**src/rtl/add4_nibble_sched_if.sv**
```systemverilog
// rtl/add4_nibble_sched_if.sv - requester, response and shared adder slice signals of add4_nibble_sched
interface add4_nibble_sched_if #(
  parameter int NREQ = 4,
  parameter int NNIB = 4
);
  localparam int W   = 4 * NNIB;
  localparam int IDW = $clog2(NREQ);

  logic [NREQ-1:0]   req_valid;
  logic [NREQ*W-1:0] req_a;
  logic [NREQ*W-1:0] req_b;
  logic [NREQ-1:0]   req_ready;
  logic              rsp_valid;
  logic              rsp_ready;
  logic [IDW-1:0]    rsp_id;
  logic [W:0]        rsp_sum;
  logic              rsp_err;
  logic [3:0]        add_a;
  logic [3:0]        add_b;
  logic [4:0]        add_s;

  modport master (
    output req_valid, req_a, req_b, rsp_ready, add_s,
    input  req_ready, rsp_valid, rsp_id, rsp_sum, rsp_err, add_a, add_b
  );

  modport slave (
    input  req_valid, req_a, req_b, rsp_ready, add_s,
    output req_ready, rsp_valid, rsp_id, rsp_sum, rsp_err, add_a, add_b
  );
endinterface

```
**src/rtl/add4_nibble_sched.sv**
```systemverilog
// rtl/add4_nibble_sched.sv - round-robin nibble-serial adder scheduler over one shared 4-bit slice
// Optional ADD_RECHECK_EN: every slice pass is sampled twice and mismatches are flagged on rsp_err.
module add4_nibble_sched #(
  parameter int NREQ = 4,
  parameter int NNIB = 4
) (
  input  logic clk,
  input  logic rst_n,
  add4_nibble_sched_if.slave bus
);
  localparam int W   = 4 * NNIB;
  localparam int IDW = $clog2(NREQ);
  localparam int NBW = (NNIB > 1) ? $clog2(NNIB) : 1;

  typedef enum logic [1:0] {IDLE, ADD, INC, RESP} state_t;

  state_t                 state;
  logic [IDW-1:0]         last_grant;
  logic [IDW-1:0]         gid;
  logic [NNIB-1:0][3:0]   op_a;
  logic [NNIB-1:0][3:0]   op_b;
  logic [NNIB-1:0][3:0]   result;
  logic [NBW-1:0]         nib;
  logic                   carry;
  logic                   s_c;
  logic [NREQ-1:0]        req_ready_q;
  logic                   rsp_valid_q;
  logic [IDW-1:0]         rsp_id_q;
  logic [W:0]             rsp_sum_q;
  logic [3:0]             add_a_q;
  logic [3:0]             add_b_q;

  logic [NREQ-1:0][W-1:0] ra;
  logic [NREQ-1:0][W-1:0] rb;
  assign ra = bus.req_a;
  assign rb = bus.req_b;

  // Nearest requester after last_grant wins: later (closer) offsets overwrite earlier ones.
  logic           pick_ok;
  logic [IDW-1:0] pick;
  logic [IDW:0]   cand;
  always_comb begin
    pick_ok = 1'b0;
    pick    = '0;
    cand    = '0;
    for (int k = NREQ - 1; k >= 0; k--) begin
      cand = {1'b0, last_grant} + (IDW+1)'(k + 1);
      if (cand >= (IDW+1)'(NREQ))
        cand = cand - (IDW+1)'(NREQ);
      if (bus.req_valid[cand[IDW-1:0]]) begin
        pick_ok = 1'b1;
        pick    = cand[IDW-1:0];
      end
    end
  end

  logic pass_go;
`ifdef ADD_RECHECK_EN
  logic       phase;
  logic       err;
  logic       rsp_err_q;
  logic [4:0] chk;
  logic       mism;
  assign pass_go     = phase;
  assign mism        = phase && (bus.add_s != chk);
  assign bus.rsp_err = rsp_err_q;
`else
  assign pass_go     = 1'b1;
  assign bus.rsp_err = 1'b0;
`endif

  logic [NNIB-1:0][3:0] res_upd;
  logic                 carry_new;
  logic                 adv;
  logic                 last_nib;
  logic [NBW-1:0]       nib_nx;
  always_comb begin
    res_upd      = result;
    res_upd[nib] = bus.add_s[3:0];
    carry_new    = (state == INC) ? (s_c | bus.add_s[4]) : bus.add_s[4];
    adv          = pass_go && ((state == ADD && !carry) || state == INC);
    last_nib     = (nib == NBW'(NNIB - 1));
    nib_nx       = nib + 1'b1;
  end

  always_ff @(posedge clk or negedge rst_n) begin
    if (!rst_n) begin
      state       <= IDLE;
      last_grant  <= IDW'(NREQ - 1);
      gid         <= '0;
      op_a        <= '0;
      op_b        <= '0;
      result      <= '0;
      nib         <= '0;
      carry       <= 1'b0;
      s_c         <= 1'b0;
      req_ready_q <= '0;
      rsp_valid_q <= 1'b0;
      rsp_id_q    <= '0;
      rsp_sum_q   <= '0;
      add_a_q     <= '0;
      add_b_q     <= '0;
`ifdef ADD_RECHECK_EN
      phase       <= 1'b0;
      err         <= 1'b0;
      rsp_err_q   <= 1'b0;
      chk         <= '0;
`endif
    end else begin
      req_ready_q <= '0;
      case (state)
        IDLE: if (pick_ok) begin
          gid         <= pick;
          op_a        <= ra[pick];
          op_b        <= rb[pick];
          add_a_q     <= ra[pick][3:0];
          add_b_q     <= rb[pick][3:0];
          req_ready_q <= NREQ'(1) << pick;
          nib         <= '0;
          carry       <= 1'b0;
          state       <= ADD;
`ifdef ADD_RECHECK_EN
          err         <= 1'b0;
          rsp_err_q   <= 1'b0;
`endif
        end
        ADD: if (pass_go && carry) begin
          // Incoming carry: resolve it with an increment pass on the same slice.
          s_c     <= bus.add_s[4];
          add_a_q <= bus.add_s[3:0];
          add_b_q <= 4'd1;
          state   <= INC;
        end
        INC: ;
        RESP: if (bus.rsp_ready) begin
          rsp_valid_q <= 1'b0;
          last_grant  <= gid;
          state       <= IDLE;
        end
        default: state <= IDLE;
      endcase

      if (adv) begin
        result <= res_upd;
        carry  <= carry_new;
        if (last_nib) begin
          rsp_sum_q   <= {carry_new, res_upd};
          rsp_id_q    <= gid;
          rsp_valid_q <= 1'b1;
          add_a_q     <= '0;
          add_b_q     <= '0;
          state       <= RESP;
`ifdef ADD_RECHECK_EN
          rsp_err_q   <= err | mism;
`endif
        end else begin
          nib     <= nib_nx;
          add_a_q <= op_a[nib_nx];
          add_b_q <= op_b[nib_nx];
          state   <= ADD;
        end
      end

`ifdef ADD_RECHECK_EN
      if (state == ADD || state == INC) begin
        phase <= !phase;
        if (!phase)
          chk <= bus.add_s;
        if (mism)
          err <= 1'b1;
      end
`endif
    end
  end

  assign bus.req_ready = req_ready_q;
  assign bus.rsp_valid = rsp_valid_q;
  assign bus.rsp_id    = rsp_id_q;
  assign bus.rsp_sum   = rsp_sum_q;
  assign bus.add_a     = add_a_q;
  assign bus.add_b     = add_b_q;
endmodule

```
**src/flat_wrapper.sv**
```systemverilog
// flat-port wrapper written by rule: the top's interface ports become plain ports
module add4_nibble_sched_flat 
#(
  parameter int NREQ = 4,
  parameter int NNIB = 4
)
  (clk, rst_n, bus_req_valid, bus_req_a, bus_req_b, bus_rsp_ready, bus_add_s, bus_req_ready, bus_rsp_valid, bus_rsp_id, bus_rsp_sum, bus_rsp_err, bus_add_a, bus_add_b);
  add4_nibble_sched_if #(.NREQ(NREQ), .NNIB(NNIB)) bus_i ();
  input  logic clk;
  input  logic rst_n;
  input wire logic [$bits(bus_i.req_valid)-1:0] bus_req_valid;
  input wire logic [$bits(bus_i.req_a)-1:0] bus_req_a;
  input wire logic [$bits(bus_i.req_b)-1:0] bus_req_b;
  input wire logic [$bits(bus_i.rsp_ready)-1:0] bus_rsp_ready;
  input wire logic [$bits(bus_i.add_s)-1:0] bus_add_s;
  output wire logic [$bits(bus_i.req_ready)-1:0] bus_req_ready;
  output wire logic [$bits(bus_i.rsp_valid)-1:0] bus_rsp_valid;
  output wire logic [$bits(bus_i.rsp_id)-1:0] bus_rsp_id;
  output wire logic [$bits(bus_i.rsp_sum)-1:0] bus_rsp_sum;
  output wire logic [$bits(bus_i.rsp_err)-1:0] bus_rsp_err;
  output wire logic [$bits(bus_i.add_a)-1:0] bus_add_a;
  output wire logic [$bits(bus_i.add_b)-1:0] bus_add_b;
  assign bus_i.req_valid = bus_req_valid;
  assign bus_i.req_a = bus_req_a;
  assign bus_i.req_b = bus_req_b;
  assign bus_i.rsp_ready = bus_rsp_ready;
  assign bus_i.add_s = bus_add_s;
  assign bus_req_ready = bus_i.req_ready;
  assign bus_rsp_valid = bus_i.rsp_valid;
  assign bus_rsp_id = bus_i.rsp_id;
  assign bus_rsp_sum = bus_i.rsp_sum;
  assign bus_rsp_err = bus_i.rsp_err;
  assign bus_add_a = bus_i.add_a;
  assign bus_add_b = bus_i.add_b;
  add4_nibble_sched #(.NREQ(NREQ), .NNIB(NNIB)) u_core (.clk(clk), .rst_n(rst_n), .bus(bus_i));
endmodule
```
**config.mk**
```make
export PLATFORM = sky130hd
export DESIGN_NAME = add4_nibble_sched_flat
export DESIGN_NICKNAME = d
export VERILOG_FILES = /design/src/rtl/add4_nibble_sched_if.sv /design/src/rtl/add4_nibble_sched.sv /design/src/flat_wrapper.sv
export SDC_FILE = /design/constraint.sdc
export NUM_CORES = 1
export LEC_CHECK = 0
export ABC_AREA = 1
export BUFFER_PORTS_ARGS = -buffer_cell sky130_fd_sc_hd__buf_2
export CAP_MARGIN = 40
export CORE_MARGIN = 2
export CORE_UTILIZATION = 40
export DETAILED_ROUTE_END_ITERATION = 7
export PLACE_DENSITY = 0.78
export SYNTH_ARGS = -nofsm -noshare
export SYNTH_HDL_FRONTEND = slang
export SYNTH_SLANG_ARGS = --single-unit
```
**constraint.sdc**
```tcl
create_clock -name clk -period 2 [get_ports clk]
set_clock_uncertainty 0.05 [all_clocks]
set_input_delay 0.2 -clock clk [delete_from_list [all_inputs] [get_ports clk]]
set_output_delay 0.2 -clock clk [all_outputs]
set_load 0.01 [all_outputs]
```
; Word level (Yosys, flattened, before mapping)
; Index checks and enable logic that the tools add are counted.
[word_totals]
output_inout_bits = 33
word_cells = 131
reg_bits = 90
[classes]
addsub = 9
eq_ne = 7
n_reduce_logical = 16
bitwise = 1
shift = 1
magnitude_cmp = 12
muxes = 61
[ops]
columns = cell, count
row1 = $bmux 16 s2, 2
row2 = $mux 4, 13
row3 = $mux 2, 17
row4 = $mux 16, 2
row5 = $lt 2x3->1 const B, 7
row6 = $bmux 4 s2, 2
row7 = $bwmux 16, 1
row8 = $mux 1, 16
row9 = $pmux 4 s2, 2
row10 = $ge 3x3->1 const B, 4
row11 = $reduce_and 2->1, 5
row12 = $bmux 1 s2, 4
row13 = $demux 4 s2, 1
row14 = $sub 2x1->2 const B, 4
row15 = $add 2x2->3 const B, 2
row16 = $eq 2x2->1 const B, 3
row17 = $ne 3x1->1 const B, 2
row18 = $pmux 2 s3, 1
row19 = $reduce_and 4->1, 1
row20 = $reduce_bool 2->1, 2
row21 = $reduce_bool 4->1, 1
row22 = $shl 1x2->4 const A, 1
row23 = $add 2x1->3 const B, 1
row24 = $add 2x3->3 const B, 1
row25 = 11 further kinds, 12

; Depth between registers and ports, before layout
; Gate-level depths: netlist of run 1.
[logic_depth]
depth_word = 14
depth_mapped = 16

; Least setup slack after synthesis of run 1
; No wires, ideal clock.
[synth_path]
path_kind = flip-flop to flip-flop
start = register u_core.nib[0]
end = register u_core.add_b_q[2], in the netlist u_core.bus.add_b[2]
t_arrival_ps = 1897
path_buffers = 2
path_slack_ps = -24
path_stages_with_launch = 10
synth_period_minus_slack_ps = 2024
path_cell_list = dfrtp_1 clkbuf_1 inv_1 buf_1 ha_1 inv_1 o21ai_0 o22ai_1 a31oi_1 a21oi_1
[synth_via]
elab_chain_len = 5
elab_cells_between_ends = 6
cone_classes = 1 x add/sub / 1 x eq/ne / 4 x mux
[synth_rtl]
columns = element, line_no
row1 = start: declaration, add4_nibble_sched.sv:23  ; logic [NBW-1:0] nib;
row2 = start signal: assignment, add4_nibble_sched.sv:157  ; nib <= nib_nx;
row3 = $add 2x1->2, add4_nibble_sched.sv:83  ; nib_nx = nib + 1'b1;
row4 = $bmux 4 s2, add4_nibble_sched.sv:159  ; add_b_q <= op_b[nib_nx];
row5 = $mux 4 (implied by the code), add4_nibble_sched.sv:159
row6 = $mux 4 (*), add4_nibble_sched.sv:146  ; if (last_nib) begin
row7 = $mux 4 (*), add4_nibble_sched.sv:143  ; if (adv) begin
row8 = end signal: assignment, add4_nibble_sched.sv:117  ; add_b_q <= rb[pick][3:0];
row9 = end signal: assignment, add4_nibble_sched.sv:159
row10 = end: declaration, add4_nibble_sched.sv:31  ; logic [3:0] add_b_q;
; Mark *: on every way between the ends. The rest lies on a longest branch, timed or not. The select of a mux whose other input is x is not followed.
; A chain may end at the register's enable or synchronous reset.

; Final worst setup path of run 1
[layout_path]
start = register u_core.last_grant[0]
end = register u_core.op_b[2] in the netlist's numbering
[layout_via]
elab_chain_len = 11
elab_cells_between_ends = 35
cone_classes = 8 x add/sub / 4 x order compare / 22 x mux / 1 x reduce/logical
[layout_rtl]
columns = element, line_no
row1 = start: declaration, add4_nibble_sched.sv:18  ; logic [IDW-1:0] last_grant;
row2 = start signal: assignment, add4_nibble_sched.sv:89  ; last_grant <= IDW'(NREQ - 1);
row3 = start signal: assignment, add4_nibble_sched.sv:137  ; last_grant <= gid;
row4 = $add 2x3->3, add4_nibble_sched.sv:47  ; cand = {1'b0, last_grant} + (IDW+1)'(k + 1);
row5 = $ge 3x3->1 / $sub 2x1->2 (equally long branches), "add4_nibble_sched.sv:48, add4_nibble_sched.sv:49"
row6 = $mux 2, add4_nibble_sched.sv:48  ; if (cand >= (IDW+1)'(NREQ))
row7 = $bmux 1 s2, add4_nibble_sched.sv:50  ; if (bus.req_valid[cand[IDW-1:0]]) begin
row8 = $mux 1 (implied by the code), add4_nibble_sched.sv:50
row9 = $mux 2 (4 in series), add4_nibble_sched.sv:50
row10 = $bmux 16 s2, add4_nibble_sched.sv:115  ; op_b <= rb[pick];
row11 = $mux 16 (implied by the code), add4_nibble_sched.sv:115
row12 = end signal: assignment, add4_nibble_sched.sv:115
row13 = end: declaration, add4_nibble_sched.sv:21  ; logic [NNIB-1:0][3:0] op_b;
; Parallel ways exist; a longest one is shown, timed or not. The select of a mux whose other input is x is not followed.

==> results.ini, run 1 <==
[grt]
top_usage_layer = met2
grt_antenna_before_repair = 0
grt_pass1_vias = 5753
grt_use_met1_pct = 32.18
grtUsageMet3_pct = 5.172
gr-total-overflow = 0
grt_max_degree = 38
grt_pass1_wl_mm = 28.46
track_usage_pct = 25.30
grt_util_met2_pct = 43.21

[synthesis]
avgSynthCellArea_um2 = 6.944
ys_seq_area_share_pct = 40.61
synth_nets = 913
synth_cell_type_count = 27
synth_area_leaders = dfrtp_1, nand2_1, o21ai_0
synth_seq_cells = 86
synth_edf_count = 0
synth_area_mm2 = 0.005305
netlist_instances = 764
yosysTopAreaCell = dfrtp_1
async_flop_share_pct = 100.0
yosysWarnings = 0
synth_ff_type = dfrtp_1
synth_top_area_share_pct = 39.62

[timing]
setup_violations = 50
slew_viol_final = 0
hold_violations = 0
rsz0062_at_grt = true
period_minus_slack_ns = 2.315
fmax_mhz = 431.9
fin_crit_sh_pct = 115.8
setup_ws_ns = -0.3153

[setup_path]
r2r-start = u_core.last_grant[0]
path_cells = buf_6 -> nand2_1 -> nand2_2 -> nand2_2 -> nand2_2 -> nand2_4 -> nand3_4 -> nand2_8 -> buf_12 -> buf_12 -> nand2_1 -> nand3_2 -> nand3_1 -> nand2_1
worstPathRequired_ns = 2.18
worstPathMaxFanout = 7
crit_type = register to register
ff2ff_setup_slack_ns = -0.32
r2r_end = u_core.op_b[2]
start_kind = register
cp-endpoint = u_core.op_b[2]
cp.arrival_ns = 2.50
crit_path_start = u_core.last_grant[0]
max_stage_delay_ns = 0.64
end_kind = register
slowest_stage = dfstp_2
reg2reg_depth = 14

[floorplanning]
dieArea_mm2 = 0.01420
num_io_pins = 173
initial_utilization_pct = 40.54
dieHeight_um = 119.2
die-width_um = 119.2
core_mm2 = 0.01309
fp-row-count = 42

[detailed_routing]
dr.pass1.iters = 7
routedWlPerCell_um = 16.88
drt_iter0_markers = 559
viasPerCell = 5.348
routed_wl_mm = 19.47
drc = 0
vias = 6166
ant_nets = 0

[cells_and_area]
areaGrowthSynthToFinish_pct = 48.18
final_common_cell = nand2_1
diodes = 0
fillers = 1101
drive_above_1_share_pct = 39.20
postLayoutCoreUtil_pct = 60.08
final_cell_mix = nand2_1, buf_2, dfrtp_1
nets = 1121
layout.cells.non_filler = 1153

[clock_tree]
cts_root_buffer = clkbuf_16
cts_tree = yes
h-tree-depth = 3
numCtsBuffers = 9
path_clk_slew_ns = 0.07
cts.sinks = 86
cts_max_path_buffers = 2
clock_latency_ns = 0.35

[placed_design]
port_buffers = 171
hpwl_mm = 11.98
placed_cells = 1110
gp_congestion = 0.8906

[status]
status = finished, violations left
violations = setup timing

[worst_hold_path]
hold_class = input port to register

[job]
cap_violations = 0

==> kinds of logic after synthesis <==
kind of cell | count (synthesis) | share of synthesized area (%)
AO/OA/AOI/OAI | 153 | 17.24
adder cells (fa/ha/maj) | 9 | 2.123
buffers and inverters | 133 | 10.97
flip-flops | 86 | 40.61
other | 1 | 0.07069
AND/OR/NAND/NOR | 382 | 28.99
==> worst max-delay path, delay by kind of cell (launching register included) <==
family	cells	cell delay, ns
buffers and inverters	3	0.43
AND/OR/NAND/NOR	11	1.06
flip-flops	1	0.64
==> layout make-up <==
type | instances | area [µm²] | share of cell area [%]
Timing Repair Buffer | 236 | 1767 | 22.47
Tap cell | 176 | 220.2 | 2.801
Clock buffer | 10 | 239.0 | 3.040
Sequential cell | 86 | 2155 | 27.41
Multi-Input combinational cell | 545 | 3030 | 38.55
Inverter | 94 | 375.4 | 4.775
Clock inverter | 6 | 75.07 | 0.9550
==> per-stage QoR <==
stage               hold WS [ns]  instance area [µm²]  setup WS, ns  setup TNS (ns)
floorplan                -0.1456                 5306       0.06241               0
global placement          0.1371                 6568       -0.1183          -2.418
detailed placement        0.1403                 6568       -0.1714          -4.683
CTS                      0.05329                 7341       -0.1731          -6.536
global route             0.07376                 7861       -0.3890          -14.97
finish                   0.05801                 7861       -0.3153          -11.43
==> timing repair <==
action | in CTS | in global routing
endpoints found under the hold margin | 33 | 0
gates resized for setup | 44 | 125
pin swaps | 11 | 29
hold buffers | 1 | 0
endpoints found under the setup margin | 49 | 52
buffers inserted | 13 | 6
cloned | 7 | 5
==> worst min-delay path by stage <==
stage	startpoint	end	slack, ns	cells past startpoint
2_1_floorplan	rst_n	u_core.bus.add_a[0]	-0.15	0
4_1_cts	bus_add_s[4]	u_core.s_c	0.05	3
5_1_grt	bus_add_s[4]	u_core.s_c	0.07	3
3_3_place_gp	rst_n	u_core.bus.rsp_id[0]	0.14	1
6_report	bus_add_s[4]	u_core.s_c	0.06	3
3_5_place_dp	rst_n	u_core.bus.rsp_id[0]	0.14	1
==> Yosys cell counts (5+ instances only) <==
cell	number
a31oi_1	14
buf_6	6
dfrtp_1	84
clkbuf_1	8
o21ai_1	25
o211ai_2	16
nand2_1	248
o22ai_1	9
a21oi_1	13
nor2_1	66
ha_1	9
buf_2	20
nand2_2	5
o21ai_0	76
inv_1	88
nand3_1	56
==> registers in the layout (all words and copies together) (netlist names) <==
name	flops
u_core.result	12
u_core.carry	1
u_core.gid	2
u_core.s_c	1
u_core.bus.req_ready	4
u_core.bus.add_a	4
u_core.bus.rsp_valid	1
u_core.last_grant	2
u_core.nib	2
u_core.bus.add_b	4
u_core.bus.rsp_id	2
u_core.op_a	16
u_core.bus.rsp_sum	17
u_core.op_b	16
u_core.state	2
==> layer usage <==
layer | up-vias | routed length, µm
met5 | - | 0
met4 | 0 | 734
met3 | 66 | 1718
met2 | 372 | 9388
met1 | 2869 | 7625
li1 | 2859 | -
Power of run 1 is not shown: default switching activity piles up to over one toggle a cycle in this logic, so the estimate is an artifact.
==> run 2: changes to the inputs <==
--- a/config.mk
+++ b/config.mk
@@ -11,7 +11,7 @@
 export CORE_MARGIN = 2
 export CORE_UTILIZATION = 40
 export DETAILED_ROUTE_END_ITERATION = 7
-export PLACE_DENSITY = 0.78
+export PLACE_DENSITY = 0.75
 export SYNTH_ARGS = -nofsm -noshare
 export SYNTH_HDL_FRONTEND = slang
 export SYNTH_SLANG_ARGS = --single-unit
==> constraint.sdc (replaced) <==
create_clock -name clk -period 2.2 [get_ports clk]
set_clock_uncertainty 0.05 [all_clocks]
set_input_delay 0.22 -clock clk [delete_from_list [all_inputs] [get_ports clk]]
set_output_delay 0.22 -clock clk [all_outputs]
set_load 0.01 [all_outputs]
==> run 2 against run 1 <==
  * Wire length is 12% lower
  * Worst hold slack better by 0.043 ns
  * Cell area is 6.3% lower
  * Final cell count decreased by 2.1%
  * Sequential share of layout area up 1.8 points
  * The flow still finishes with violations (setup timing)
  * First-iteration DRC count down 22%
  * Register-to-register slack improved by 0.30 ns
==> results.ini, run 2 (synthesized netlist as in run 1, its figures left out) <==
[status]
status = finished, violations left
violations = setup timing

[grt]
gr-total-overflow = 0
grt_max_degree = 48
track_usage_pct = 22.27
grt_pass1_wl_mm = 25.45
grt_pass1_vias = 5222
grt_antenna_before_repair = 0

[setup_path]
end_kind = register
cp.arrival_ns = 2.40
start_kind = register
critPathTopFamily = simple AND/OR/NAND/NOR gates
worstPathRequired_ns = 2.39
ff2ff_setup_slack_ns = -0.02
crit_top_cell = nand2_1
path_buf_inv = 3
slowest_stage = dfstp_2
max_stage_delay_ns = 0.62
crit_type = register to register
worstPathMaxFanout = 8
path_cells = buf_6 -> nand2_2 -> nand2_1 -> nand2_1 -> nand2_2 -> nand3_4 -> nand2_8 -> clkinv_8 -> buf_6 -> nor2_1 -> o21ai_1 -> nand2_1 -> nand2_1

[cells_and_area]
nets = 1096
final_cell_mix = nand2_1, buf_2, inv_1
drive_above_1_share_pct = 34.98
fillers = 1263
postLayoutCoreUtil_pct = 56.30
layout.cells.non_filler = 1129
largest_register_ffs = 17
areaGrowthSynthToFinish_pct = 38.87
final_common_cell = nand2_1

[clock_tree]
h-tree-depth = 3
path_clk_slew_ns = 0.07
cts.sinks = 86
cts_tree = yes
cts_root_buffer = clkbuf_16
clock_latency_ns = 0.34
numCtsBuffers = 9
cts_max_path_buffers = 2

[detailed_routing]
dr.pass1.iters = 5
routedWlPerCell_um = 15.16
drt_iter0_markers = 434
routed_wl_mm = 17.12
drc = 0
vias = 5807
viasPerCell = 5.143
ant_nets = 0

[job]
cap_violations = 0

[pwr]
switching_share_pct = 49.58
intPower_w = 0.007880
leakagePower_nw = 3.913
finalPower_w = 0.01563
switchingPower_w = 0.007750
comb_power_share_pct = 72.1
p_per_area_mw_per_mm2 = 2122
pwr-share-clk_pct = 9.6
pwr-share-seq_pct = 18.3
peakVddDrop_mv = 1.511

[timing]
period_minus_slack_ns = 2.217
slew_viol_final = 0
fin_crit_sh_pct = 100.8
relSlewSlack_pct = 60.92
setup_violations = 1
hold_violations = 0
setup_ws_ns = -0.01709
rsz0062_at_grt = true
worst_pin_slew_ns = 0.5862
fmax_mhz = 451.0

[floorplanning]
num_io_pins = 173
core_mm2 = 0.01309
dieArea_mm2 = 0.01420
die-width_um = 119.2
initial_utilization_pct = 40.54
dieHeight_um = 119.2
fp-row-count = 42

[placed_design]
port_buffers = 171
gp_congestion = 0.8503
hpwl_mm = 11.73
placed_cells = 1098

[worst_hold_path]
hold_class = input port to register

-- run 2: changes by cell type in the layout (fill, tap and decap cells not counted), moves of 6 or more --
cell	change
buf_16	-6
buf_4	-10
nand2_1	+21
nand2_2	-17
nor2_1	-8
o21ai_1	-6
-- run 2: power groups by stage --
stage	Sequential, W	Clock, W	Combinational [W]
after floorplan	0.00289	0	0.00607
after global placement	0.00283	0	0.00847
after detailed placement	0.00285	0	0.00860
after CTS	0.00283	0.00151	0.00867
after global routing	0.00293	0.00157	0.0123
final	0.00285	0.00150	0.0113
-- run 2: worst register-to-register path, stage by stage (launching register included) --
cell and delay [ns]:
dfstp_2 0.62, buf_6 0.15, nand2_2 0.06, nand2_1 0.11, nand2_1 0.10, nand2_2 0.11, nand3_4 0.11, nand2_8 0.17
clkinv_8 0.12, buf_6 0.17, nor2_1 0.12, o21ai_1 0.11, nand2_1 0.08, nand2_1 0.05
-- run 2: per-stage QoR --
step	worst slack, ns	setup TNS, ns	hold slack, ns	cell area [µm²]
final	-0.01709	-0.01709	0.1006	7367
after global routing	-0.1507	-2.128	0.1281	7365
after floorplan	0.1758	0	-0.1256	5305
after detailed placement	0.09480	0	0.2059	6470
after global placement	0.1336	0	0.2103	6470
after CTS	0.06632	0	0.09204	6770
-- run 2: final timing paths --
path                       depth (start not counted)                endpoint                    from
setup / recovery                                  13         u_core.op_b[10]    u_core.last_grant[0]
hold / removal                                     3              u_core.s_c            bus_add_s[4]
min in group asynchronous                          2        u_core.result[7]                   rst_n
max in group asynchronous                          3          u_core.op_b[2]                   rst_n
setup reg to reg                                  13         u_core.op_b[10]    u_core.last_grant[0]
hold reg to reg                                    2  u_core.bus.rsp_sum[11]  u_core.bus.rsp_sum[11]
-- run 2: area by class of cell --
class / count / area (µm²) / area share (%)
timing repair buffer: 211 / 1415 / 19.21
tap: 176 / 220.2 / 2.989
clock inverter: 6 / 51.30 / 0.6963
multi-input combinational: 545 / 2912 / 39.52
antenna: 1 / 2.502 / 0.03397
inverter: 94 / 372.9 / 5.061
sequential: 86 / 2155 / 29.25
clock buffer: 10 / 239.0 / 3.244
-- run 2: routing by layer --
layer	vias to the layer above	wire, µm	track usage, %
met5	-	0	0
met4	0	336	5.878
met3	27	1230	3.736
met2	258	8337	37.64
met1	2714	7213	29.62
li1	2808	-	-
-- run 2: timing repair --
item                                    in CTS  in global routing
endpoints found under the setup margin       0                 35
hold buffers                                 1                  0
setup buffers                                0                  4
endpoints found under the hold margin       38                  0
resized for setup                            0                112
(Power assumes the default switching activity.)
